==> config.mk <==
export PLATFORM = sky130hd
export DESIGN_NAME = seg_display_mux_flat
export DESIGN_NICKNAME = d
export VERILOG_FILES = /design/src/rtl/seg_display_mux_if.sv /design/src/rtl/seg_display_mux.sv /design/src/flat_wrapper.sv
export SDC_FILE = /design/constraint.sdc
export NUM_CORES = 1
export LEC_CHECK = 0
export BUFFER_PORTS_ARGS = -buffer_cell sky130_fd_sc_hd__buf_2
export CAP_MARGIN = 15
export CORE_UTILIZATION = 61
export DETAILED_ROUTE_END_ITERATION = 12
export PLACE_DENSITY = 0.87
export SYNTH_ARGS = -nofsm -noshare
export SYNTH_HDL_FRONTEND = slang
export SYNTH_SLANG_ARGS = --single-unit
==> constraint.sdc <==
create_clock -name clk -period 6.35 [get_ports clk]
set_input_delay 0.3175 -clock clk [delete_from_list [all_inputs] [get_ports clk]]
set_output_delay 0.3175 -clock clk [all_outputs]
set_load 0.05 [all_outputs]
==> src/rtl/seg_display_mux_if.sv <==
// seg_display_mux_if: digit inputs, enable, colon strobe and
// the multiplexed segment/anode outputs of the display driver.
interface seg_display_mux_if;
  logic       en_i;
  logic [3:0] seconds_units_i;
  logic [3:0] seconds_tens_i;
  logic [3:0] minutes_units_i;
  logic [3:0] minutes_tens_i;
  logic       colon_pulse_i;
  logic [6:0] seg_o;
  logic       dp_o;
  logic [3:0] an_o;
  logic       frame_done_o;

  modport master (
    output en_i,
    output seconds_units_i,
    output seconds_tens_i,
    output minutes_units_i,
    output minutes_tens_i,
    output colon_pulse_i,
    input  seg_o,
    input  dp_o,
    input  an_o,
    input  frame_done_o
  );

  modport slave (
    input  en_i,
    input  seconds_units_i,
    input  seconds_tens_i,
    input  minutes_units_i,
    input  minutes_tens_i,
    input  colon_pulse_i,
    output seg_o,
    output dp_o,
    output an_o,
    output frame_done_o
  );
endinterface

==> src/rtl/seg_display_mux.sv <==
// seg_display_mux: 4-digit 7-segment scanner with per-frame
// snapshot, ghost blanking, leading-zero blank and colon blink.
module seg_display_mux #(
  parameter int unsigned REFRESH_DIV     = 50000,
  parameter int unsigned BLANK_CYCLES    = 16,
  parameter bit          BLANK_LEAD_ZERO = 1'b1,
  parameter bit          ACTIVE_LOW      = 1'b1
) (
  input  logic           clk,
  input  logic           rst,
  seg_display_mux_if.slave bus
);

  localparam int unsigned CW =
    (REFRESH_DIV > 1) ? $clog2(REFRESH_DIV) : 1;
  localparam logic [CW-1:0] CNT_LAST = CW'(REFRESH_DIV - 1);

  logic [CW-1:0]   cnt_q, cnt_d;
  logic [1:0]      idx_q, idx_d;
  logic [3:0][3:0] shadow_q, shadow_d;
  logic            colon_q, colon_d;
  logic [6:0]      seg_q, seg_d;
  logic            dp_q, dp_d;
  logic [3:0]      an_q, an_d;
  logic            fd_q, fd_d;

  logic            snap;
  logic            blank;
  logic            lead_zero;
  logic [3:0]      cur;
  logic [6:0]      seg_l;
  logic            dp_l;
  logic [3:0]      an_l;

  function automatic logic [6:0] decode(input logic [3:0] d);
    case (d)
      4'd0:    decode = 7'h7E;
      4'd1:    decode = 7'h30;
      4'd2:    decode = 7'h6D;
      4'd3:    decode = 7'h79;
      4'd4:    decode = 7'h33;
      4'd5:    decode = 7'h5B;
      4'd6:    decode = 7'h5F;
      4'd7:    decode = 7'h70;
      4'd8:    decode = 7'h7F;
      4'd9:    decode = 7'h7B;
      default: decode = 7'h01;
    endcase
  endfunction

  // scan position, frame snapshot and colon toggle
  always_comb begin
    cnt_d    = cnt_q;
    idx_d    = idx_q;
    shadow_d = shadow_q;
    snap     = (cnt_q == '0) && (idx_q == 2'd0);
    colon_d  = colon_q ^ bus.colon_pulse_i;
    if (!bus.en_i) begin
      cnt_d = '0;
      idx_d = 2'd0;
    end else if (cnt_q == CNT_LAST) begin
      cnt_d = '0;
      idx_d = idx_q + 2'd1;
    end else begin
      cnt_d = cnt_q + 1'b1;
    end
    if (snap) begin
      shadow_d[0] = bus.seconds_units_i;
      shadow_d[1] = bus.seconds_tens_i;
      shadow_d[2] = bus.minutes_units_i;
      shadow_d[3] = bus.minutes_tens_i;
    end
  end

  // slot output in logical polarity, then physical polarity
  always_comb begin
    cur       = shadow_q[idx_q];
    blank     = !bus.en_i || (32'(cnt_q) < BLANK_CYCLES);
    lead_zero = BLANK_LEAD_ZERO && (idx_q == 2'd3)
                && (cur == 4'd0);
    seg_l     = blank ? 7'h00 : decode(cur);
    an_l      = (blank || lead_zero) ? 4'h0
                                     : (4'b0001 << idx_q);
    dp_l      = !blank && (idx_q == 2'd2) && colon_q;
    seg_d     = seg_l ^ {7{ACTIVE_LOW}};
    dp_d      = dp_l ^ ACTIVE_LOW;
    an_d      = an_l ^ {4{ACTIVE_LOW}};
    fd_d      = bus.en_i && (idx_q == 2'd3)
                && (cnt_q == CNT_LAST);
  end

  // state and output registers
  always_ff @(posedge clk or negedge rst) begin
    if (!rst) begin
      cnt_q    <= '0;
      idx_q    <= 2'd0;
      shadow_q <= '0;
      colon_q  <= 1'b0;
      seg_q    <= {7{ACTIVE_LOW}};
      dp_q     <= ACTIVE_LOW;
      an_q     <= {4{ACTIVE_LOW}};
      fd_q     <= 1'b0;
    end else begin
      cnt_q    <= cnt_d;
      idx_q    <= idx_d;
      shadow_q <= shadow_d;
      colon_q  <= colon_d;
      seg_q    <= seg_d;
      dp_q     <= dp_d;
      an_q     <= an_d;
      fd_q     <= fd_d;
    end
  end

  assign bus.seg_o        = seg_q;
  assign bus.dp_o         = dp_q;
  assign bus.an_o         = an_q;
  assign bus.frame_done_o = fd_q;

endmodule
==> src/flat_wrapper.sv <==
// flat-port wrapper written by rule: the top's interface ports become plain ports
module seg_display_mux_flat 
#(
  parameter int unsigned REFRESH_DIV     = 50000,
  parameter int unsigned BLANK_CYCLES    = 16,
  parameter bit          BLANK_LEAD_ZERO = 1'b1,
  parameter bit          ACTIVE_LOW      = 1'b1
)
  (clk, rst, bus_en_i, bus_seconds_units_i, bus_seconds_tens_i, bus_minutes_units_i, bus_minutes_tens_i, bus_colon_pulse_i, bus_seg_o, bus_dp_o, bus_an_o, bus_frame_done_o);
  seg_display_mux_if bus_i ();
  input  logic clk;
  input  logic rst;
  input wire logic [$bits(bus_i.en_i)-1:0] bus_en_i;
  input wire logic [$bits(bus_i.seconds_units_i)-1:0] bus_seconds_units_i;
  input wire logic [$bits(bus_i.seconds_tens_i)-1:0] bus_seconds_tens_i;
  input wire logic [$bits(bus_i.minutes_units_i)-1:0] bus_minutes_units_i;
  input wire logic [$bits(bus_i.minutes_tens_i)-1:0] bus_minutes_tens_i;
  input wire logic [$bits(bus_i.colon_pulse_i)-1:0] bus_colon_pulse_i;
  output wire logic [$bits(bus_i.seg_o)-1:0] bus_seg_o;
  output wire logic [$bits(bus_i.dp_o)-1:0] bus_dp_o;
  output wire logic [$bits(bus_i.an_o)-1:0] bus_an_o;
  output wire logic [$bits(bus_i.frame_done_o)-1:0] bus_frame_done_o;
  assign bus_i.en_i = bus_en_i;
  assign bus_i.seconds_units_i = bus_seconds_units_i;
  assign bus_i.seconds_tens_i = bus_seconds_tens_i;
  assign bus_i.minutes_units_i = bus_minutes_units_i;
  assign bus_i.minutes_tens_i = bus_minutes_tens_i;
  assign bus_i.colon_pulse_i = bus_colon_pulse_i;
  assign bus_seg_o = bus_i.seg_o;
  assign bus_dp_o = bus_i.dp_o;
  assign bus_an_o = bus_i.an_o;
  assign bus_frame_done_o = bus_i.frame_done_o;
  seg_display_mux #(.REFRESH_DIV(REFRESH_DIV), .BLANK_CYCLES(BLANK_CYCLES), .BLANK_LEAD_ZERO(BLANK_LEAD_ZERO), .ACTIVE_LOW(ACTIVE_LOW)) u_core (.clk(clk), .rst(rst), .bus(bus_i));
endmodule
==> impl_summary.log, run 1 <==
[metrics] outcome: finished, final reports clean
[metrics] Worst Max-Slew Pin Slew: 1008 ps
[metrics] Crit path largest cell delay: 680 ps
[metrics] row count: 22
[metrics] initial drt markers: 79
[metrics] Final Routed Wirelength: 4081 um
[metrics] core region area: 0.003661 mm^2
[metrics] Final Skew: 9.026 ps
[metrics] number of iterations in the first detailed-routing pass: 4
[metrics] overflow left after global routing: 0
[metrics] number of buffers created by CTS: 5
[metrics] Leak: 1.179 nW
[metrics] number of buffers inserted for hold repair after clock tree synthesis: 0
[metrics] part of the power in the clock network: 32.0%
[metrics] Total Nets Final: 259
[metrics] clock latency at the later pin of the worst-skew pair: 300 ps
[metrics] clock transition at the registers of the reported paths: 80 ps
[metrics] library cell with the largest summed area after synthesis: dfrtp_1
[metrics] number of vias in the routed layout: 1586
[metrics] crit path max fanout: 16
[metrics] initial antenna violation count: 0
[metrics] global-route usage over all layers: 23.16%
[metrics] async set or reset register ratio after synthesis: 100.0%
[metrics] top-area cell type share of the netlist area: 38.73%
[metrics] Fmax: 414.0 MHz
[metrics] detail-routed net length per standard cell: 14.73 um
[metrics] top post-synthesis cells by area: dfrtp_1, dfstp_2, mux2_4
[metrics] CTS tree: yes
[metrics] net count of the mapped netlist: 224
[metrics] Cells after Synth: 193
[metrics] required time at the worst-slack endpoint: 6540 ps
[metrics] sequential element share of the synthesized area: 52.29%
[metrics] critical-path cell list: or4_4 > or2_4 > or4_4 > mux2_4
[metrics] post-CTS setup repair buffer count: 0
[metrics] number of register bits inferred by synthesis: 48
[metrics] fraction of power spent switching nets: 24.22%
[metrics] number of enable-type register cells in the synthesized netlist: 0
[metrics] die outline area: 0.004064 mm^2
[metrics] instance area after placement: 0.002509 mm^2
[metrics] endpoints failing setup: 0
[metrics] post-route design area: 0.002624 mm^2
[metrics] internal cell power: 0.5024 mW
[metrics] final critical-path share of the clock period: 38.04%
[metrics] # Max-Cap Violations: 0
[metrics] capturing element type of the critical path: flip-flop
[metrics] Power Dens Cells: 252.7 mW/mm^2
[metrics] Mapped Area: 0.002326 mm^2
[metrics] RSZ-0062 raised after global routing: no
[metrics] Top FF cell, synth: dfrtp_1
[metrics] count of antenna diodes in the layout: 0
[metrics] Slowest-stage cell, CP: or4_4
[metrics] net switching power of the design: 0.1606 mW
[metrics] CP arrival: 2610 ps
[metrics] number of sinks on the clock net: 48
[metrics] Total Power Consumption: 0.6630 mW
[metrics] effective utilization at floorplan: 63.53%
[metrics] worst min-delay path class: in2async
[metrics] routed via count divided by cell count: 5.726
[metrics] DR DRC count: 0
[metrics] final critical delay including setup and external delays: 2416 ps
[metrics] number of library cell types mapped by synthesis: 37
[metrics] Max Transition Viols Final: 0
[metrics] type of the worst setup path: reg2reg
[metrics] overall die width: 63.75 um
[metrics] number of buffers added on ports: 32
[metrics] area grow syn2layout: 12.80%
[metrics] # IOs: 33
[metrics] share of cells above drive strength 1: 32.75%
[metrics] maximum buffer depth of the clock tree: 2
[metrics] placer congestion estimate: 0.9191
[metrics] critical path's most frequent cell: or4_4
[metrics] number of warnings printed during yosys synthesis: 0
[metrics] Slew headroom: 32.81%
[metrics] pin count of the biggest net entering global routing: 49
[metrics] via count of the first global-routing pass: 1526
[metrics] Max H-tree Level: 2
[metrics] Layout Utilization: 71.67%
[metrics] Chip Height: 63.75 um
[metrics] VDD IR max: 187.8 uV
[metrics] mean cell area of the mapped netlist: 12.05 um^2
[metrics] startpoint type of the worst setup path: flip-flop
[metrics] number of gates resized after cts: 0
[metrics] sequential fraction of design power: 52.5%
[metrics] count of nets left with antenna violations after detail routing: 0
[metrics] first-pass GRT wire length: 7065 um
[metrics] final total negative setup slack: 0 ps
[metrics] root buffer cell: clkbuf_8
[metrics] Final Hold Fails: 0
[metrics] share of total power in combinational logic: 15.5%
[metrics] total half-perimeter wirelength after legalization and detailed placement: 2939 um
-- cells in the mapped netlist, drive strengths merged, types with 3 or more instances --
| master | instances |
|---|---|
| mux4 | 4 |
| dfstp | 12 |
| mux2 | 16 |
| nor2b | 3 |
| inv | 11 |
| or3 | 3 |
| nand3 | 9 |
| or4 | 4 |
| nand4 | 5 |
| clkbuf | 3 |
| xor2 | 8 |
| ha | 11 |
| xnor2 | 4 |
| a21oi | 9 |
| and3 | 3 |
| nor2 | 17 |
| dfrtp | 36 |
| o21ai | 8 |
| nand2 | 7 |
-- critical path, delay by kind of cell (launching register included) --
kind             cells  cell delay, ps
and+or+nand+nor      3            1530
muxes                1             360
DFF                  1             420
-- cells in the final DEF, fill, tap and decap left out, types with 3 or more instances in the layout --
cell      count
mux4_2        4
or3_1         3
buf_2        32
dfrtp_1      36
clkbuf_8      5
nand4_1       5
o21ai_0       7
mux2_2        6
nor2b_1       3
mux2_4       10
and3_1        3
inv_1        11
xnor2_1       4
xor2_1        8
dfstp_2      12
ha_1         11
nor2_1       17
a21oi_1       9
nand3_1       9
nand2_1       7
-- flip-flops by register name, summed over array words and instances, names as in the netlist --
| signal | count |
|---|---|
| u_core.colon_q | 1 |
| u_core.bus.an_o | 4 |
| u_core.idx_q | 2 |
| u_core.bus.frame_done_o | 1 |
| u_core.bus.dp_o | 1 |
| u_core.cnt_q | 16 |
| u_core.shadow_q | 16 |
| u_core.bus.seg_o | 7 |
-- area by class of cell --
cell class,instances,area [um^2]
clock inverters,2,35.03
well taps,48,60.06
multi-input cells,129,1031
flip-flops and latches,48,1216
repair buffers,33,167.7
clock buffers,6,72.57
inverters,11,41.29
fillers,262,1037
-- path summary, 6_finish.rpt --
| check | slack, ps | cells past startpoint | start | to |
|---|---|---|---|---|
| max in group asynchronous | 5540 | 1 | rst | u_core.shadow_q[7]$_DFFE_PN0P_ |
| setup / recovery | 3930 | 4 | u_core.cnt_q[10]$_DFF_PN0_ | u_core.shadow_q[10]$_DFFE_PN0P_ |
| setup reg to reg | 3930 | 4 | u_core.cnt_q[10]$_DFF_PN0_ | u_core.shadow_q[10]$_DFFE_PN0P_ |
| hold / removal | 180 | 1 | rst | u_core.shadow_q[4]$_DFFE_PN0P_ |
| min in group clk | 200 | 2 | bus_colon_pulse_i | u_core.colon_q$_DFF_PN0_ |
| hold reg to reg | 470 | 1 | u_core.colon_q$_DFF_PN0_ | u_core.bus.dp_o$_DFF_PN1_ |
-- kinds of logic after synthesis --
kind of cell	after synthesis	synth area share [%]
muxes	20	13.23
DFF	48	52.29
xor gates and xnor gates	12	4.519
adders and majority gates	11	5.917
buffers and inverters	16	3.389
and+or+nand+nor	61	14.15
AOI/OAI and AO/OA	25	6.509
-- layer usage --
| metal | wire [um] | GRT usage (%) | part of all wire, % |
|---|---|---|---|
| met1 | 1864 | 31.55 | 46 |
| met2 | 1973 | 36.70 | 48 |
| met3 | 174 | 4.286 | 4.3 |
| met4 | 69 | 9.375 | 1.7 |
| met5 | 0 | 0 | 0 |
-- power by group through the flow --
| stage | registers [mW] | logic [mW] | clock network [mW] |
|---|---|---|---|
| after floorplan | 0.346 | 0.0820 | 0 |
| after global placement | 0.351 | 0.0971 | 0 |
| after detailed placement | 0.353 | 0.102 | 0 |
| after CTS | 0.348 | 0.103 | 0.215 |
| after global routing | 0.351 | 0.114 | 0.229 |
| final | 0.348 | 0.103 | 0.212 |
-- stage by stage --
stage          cells  setup WS [ps]  hold slack (ps)
2_1_floorplan    193           3949            21.91
3_3_place_gp     268           3855            441.5
3_5_place_dp     268           3792            463.3
4_1_cts          276           3775            209.5
5_1_grt          277           3880            224.1
6_report         277           3934            178.8
Power figures use the tool's default switching activity.
==> inputs of run 2 (changes only) <==
CORE_UTILIZATION = 56   (was 61)
PLACE_DENSITY = 0.81   (was 0.87)
clock period = 2.4 ns   (was 6.35 ns; I/O delays follow)
==> impl_summary.log, run 2 (synthesis gave the netlist of run 1 again) <==
[metrics] PnR worst setup slack: 63.29 ps
[metrics] Final Routed Wirelength: 4341 um
[metrics] global-route usage over all layers: 22.61%
[metrics] Total Power Consumption: 1.694 mW
[metrics] number of buffers created by CTS: 5
[metrics] initial antenna violation count: 0
[metrics] Final Hold Fails: 0
[metrics] leading cell type in the layout, fill and taps excluded: dfrtp_1
[metrics] endpoints failing setup: 0
[metrics] number of iterations in the first detailed-routing pass: 4
[metrics] instance area after placement: 0.002556 mm^2
[metrics] row count: 23
[metrics] final critical-path share of the clock period: 97.36%
[metrics] final critical delay including setup and external delays: 2337 ps
[metrics] count of antenna diodes in the layout: 0
[metrics] number of sinks on the clock net: 48
[metrics] routed via count divided by cell count: 5.591
[metrics] placed insts: 276
[metrics] worst setup slack before clock tree synthesis: 80.03 ps
[metrics] final standard cell count with taps included and fillers excluded: 286
[metrics] startpoint of the lowest-slack hold path: bus_minutes_tens_i[1]
[metrics] via count of the first global-routing pass: 1547
[metrics] number of vias in the routed layout: 1599
[metrics] worst hold margin: 41.31 ps
[metrics] root buffer cell: clkbuf_8
[metrics] Sequential Area: 0.001216 mm^2
[metrics] share of cells above drive strength 1: 33.90%
[metrics] pin count of the biggest net entering global routing: 40
[metrics] number of buffers added on ports: 32
[metrics] core region area: 0.004000 mm^2
[metrics] # Max-Cap Violations: 0
[metrics] type of the worst setup path: reg2reg
[metrics] total half-perimeter wirelength after legalization and detailed placement: 3083 um
[metrics] maximum buffer depth of the clock tree: 2
[metrics] worst reg2reg path startpoint: u_core.cnt_q[10]$_DFF_PN0_
[metrics] Layout Utilization: 66.75%
[metrics] detail-routed net length per standard cell: 15.18 um
[metrics] Power Dens Cells: 634.5 mW/mm^2
[metrics] capturing element type of the critical path: flip-flop
[metrics] overall die width: 66.45 um
[metrics] CTS tree: yes
[metrics] final total negative setup slack: 0 ps
[metrics] DR DRC count: 0
[metrics] RSZ-0062 raised after global routing: no
[metrics] initial drt markers: 112
[metrics] clock latency at the later pin of the worst-skew pair: 300 ps
[metrics] VDD IR max: 479.8 uV
[metrics] clock transition at the registers of the reported paths: 80 ps
[metrics] required time at the worst-slack endpoint: 2590 ps
[metrics] Slew headroom: 43.04%
[metrics] effective utilization at floorplan: 58.15%
[metrics] Chip Height: 66.45 um
[metrics] die outline area: 0.004415 mm^2
[metrics] count of nets left with antenna violations after detail routing: 0
[metrics] Final Skew: 6.243 ps
[metrics] overflow left after global routing: 0
[metrics] first-pass GRT wire length: 7279 um
[metrics] Worst Max-Slew Pin Slew: 854.4 ps
[metrics] startpoint type of the worst setup path: flip-flop
[metrics] post-route design area: 0.002670 mm^2
[metrics] post-CTS setup repair buffer count: 0
[metrics] highest-count cells in the layout ignoring fill and taps: dfrtp_1, buf_2, nor2_1
[metrics] crit path max fanout: 16
[metrics] combined area of the multi-input logic cells: 0.001031 mm^2
[metrics] worst min-delay path class: in2reg
[metrics] placer congestion estimate: 0.8685
[metrics] Total Nets Final: 266
[metrics] Max Transition Viols Final: 0
[metrics] Max H-tree Level: 2
[metrics] Fmax: 428.0 MHz
[metrics] # IOs: 33
[metrics] Leak: 1.204 nW
[metrics] count of filler cells inserted in the layout: 314
[metrics] outcome: finished, final reports clean
[metrics] area grow syn2layout: 14.79%
[metrics] start point of the critical path: u_core.cnt_q[10]$_DFF_PN0_
[metrics] CP arrival: 2530 ps
[run 2: cell count changes in the layout (fill, tap and decap cells not counted), sizes merged]
cell,delta
clkinv,-1
dlygate4sd3,+2
clkinvlp,+1
bufinv,-1
clkbuf,+1
buf,+5
[run 2: worst max-delay path, cell delays in order (launching register included)]
cell and delay [ps]:
dfrtp_1 380, or4_4 550, or2_4 260, or4_4 680, mux2_4 350
[run 2: power by group]
part / total, mW / internal [mW] / leakage [nW] / switching, mW
sequential: 0.926 / 0.876 / 0.587 / 0.0494
clock: 0.494 / 0.234 / 0.0445 / 0.260
combinational: 0.275 / 0.147 / 0.572 / 0.128
[run 2: worst paths after layout]
check                                             endpoint  slack (ps)  depth (start not counted)
setup / recovery           u_core.shadow_q[14]$_DFFE_PN0P_          60                          4
hold / removal             u_core.shadow_q[13]$_DFFE_PN0P_          40                          2
setup reg to reg           u_core.shadow_q[14]$_DFFE_PN0P_          60                          4
hold reg to reg                  u_core.bus.dp_o$_DFF_PN1_         460                          1
max in group asynchronous     u_core.bus.an_o[2]$_DFF_PN1_        1210                          3
min in group asynchronous        u_core.cnt_q[4]$_DFF_PN0_         460                          2
[run 2: final cells by class]
cell class,count,area share [%]
multi-input cells,129,38.61
inverters,11,1.546
clock buffers,7,3.233
repair buffers,40,8.435
well taps,50,2.343
flip-flops and latches,48,45.55
clock inverters,1,0.2812
[run 2: per-layer routing]
metal / share of wire (%) / GRT usage (%) / up-vias
met5: 0 / 0 / -
met4: 2.3 / 9.574 / 0
met3: 3.4 / 5.517 / 11
met2: 50 / 36.35 / 38
met1: 44 / 29.02 / 783
li1: - / - / 767
[run 2: what timing repair did]
item,CTS,global route
hold endpoints to repair,37,0
hold buffers,2,0
setup endpoints to repair,0,0
gates resized for setup,0,0
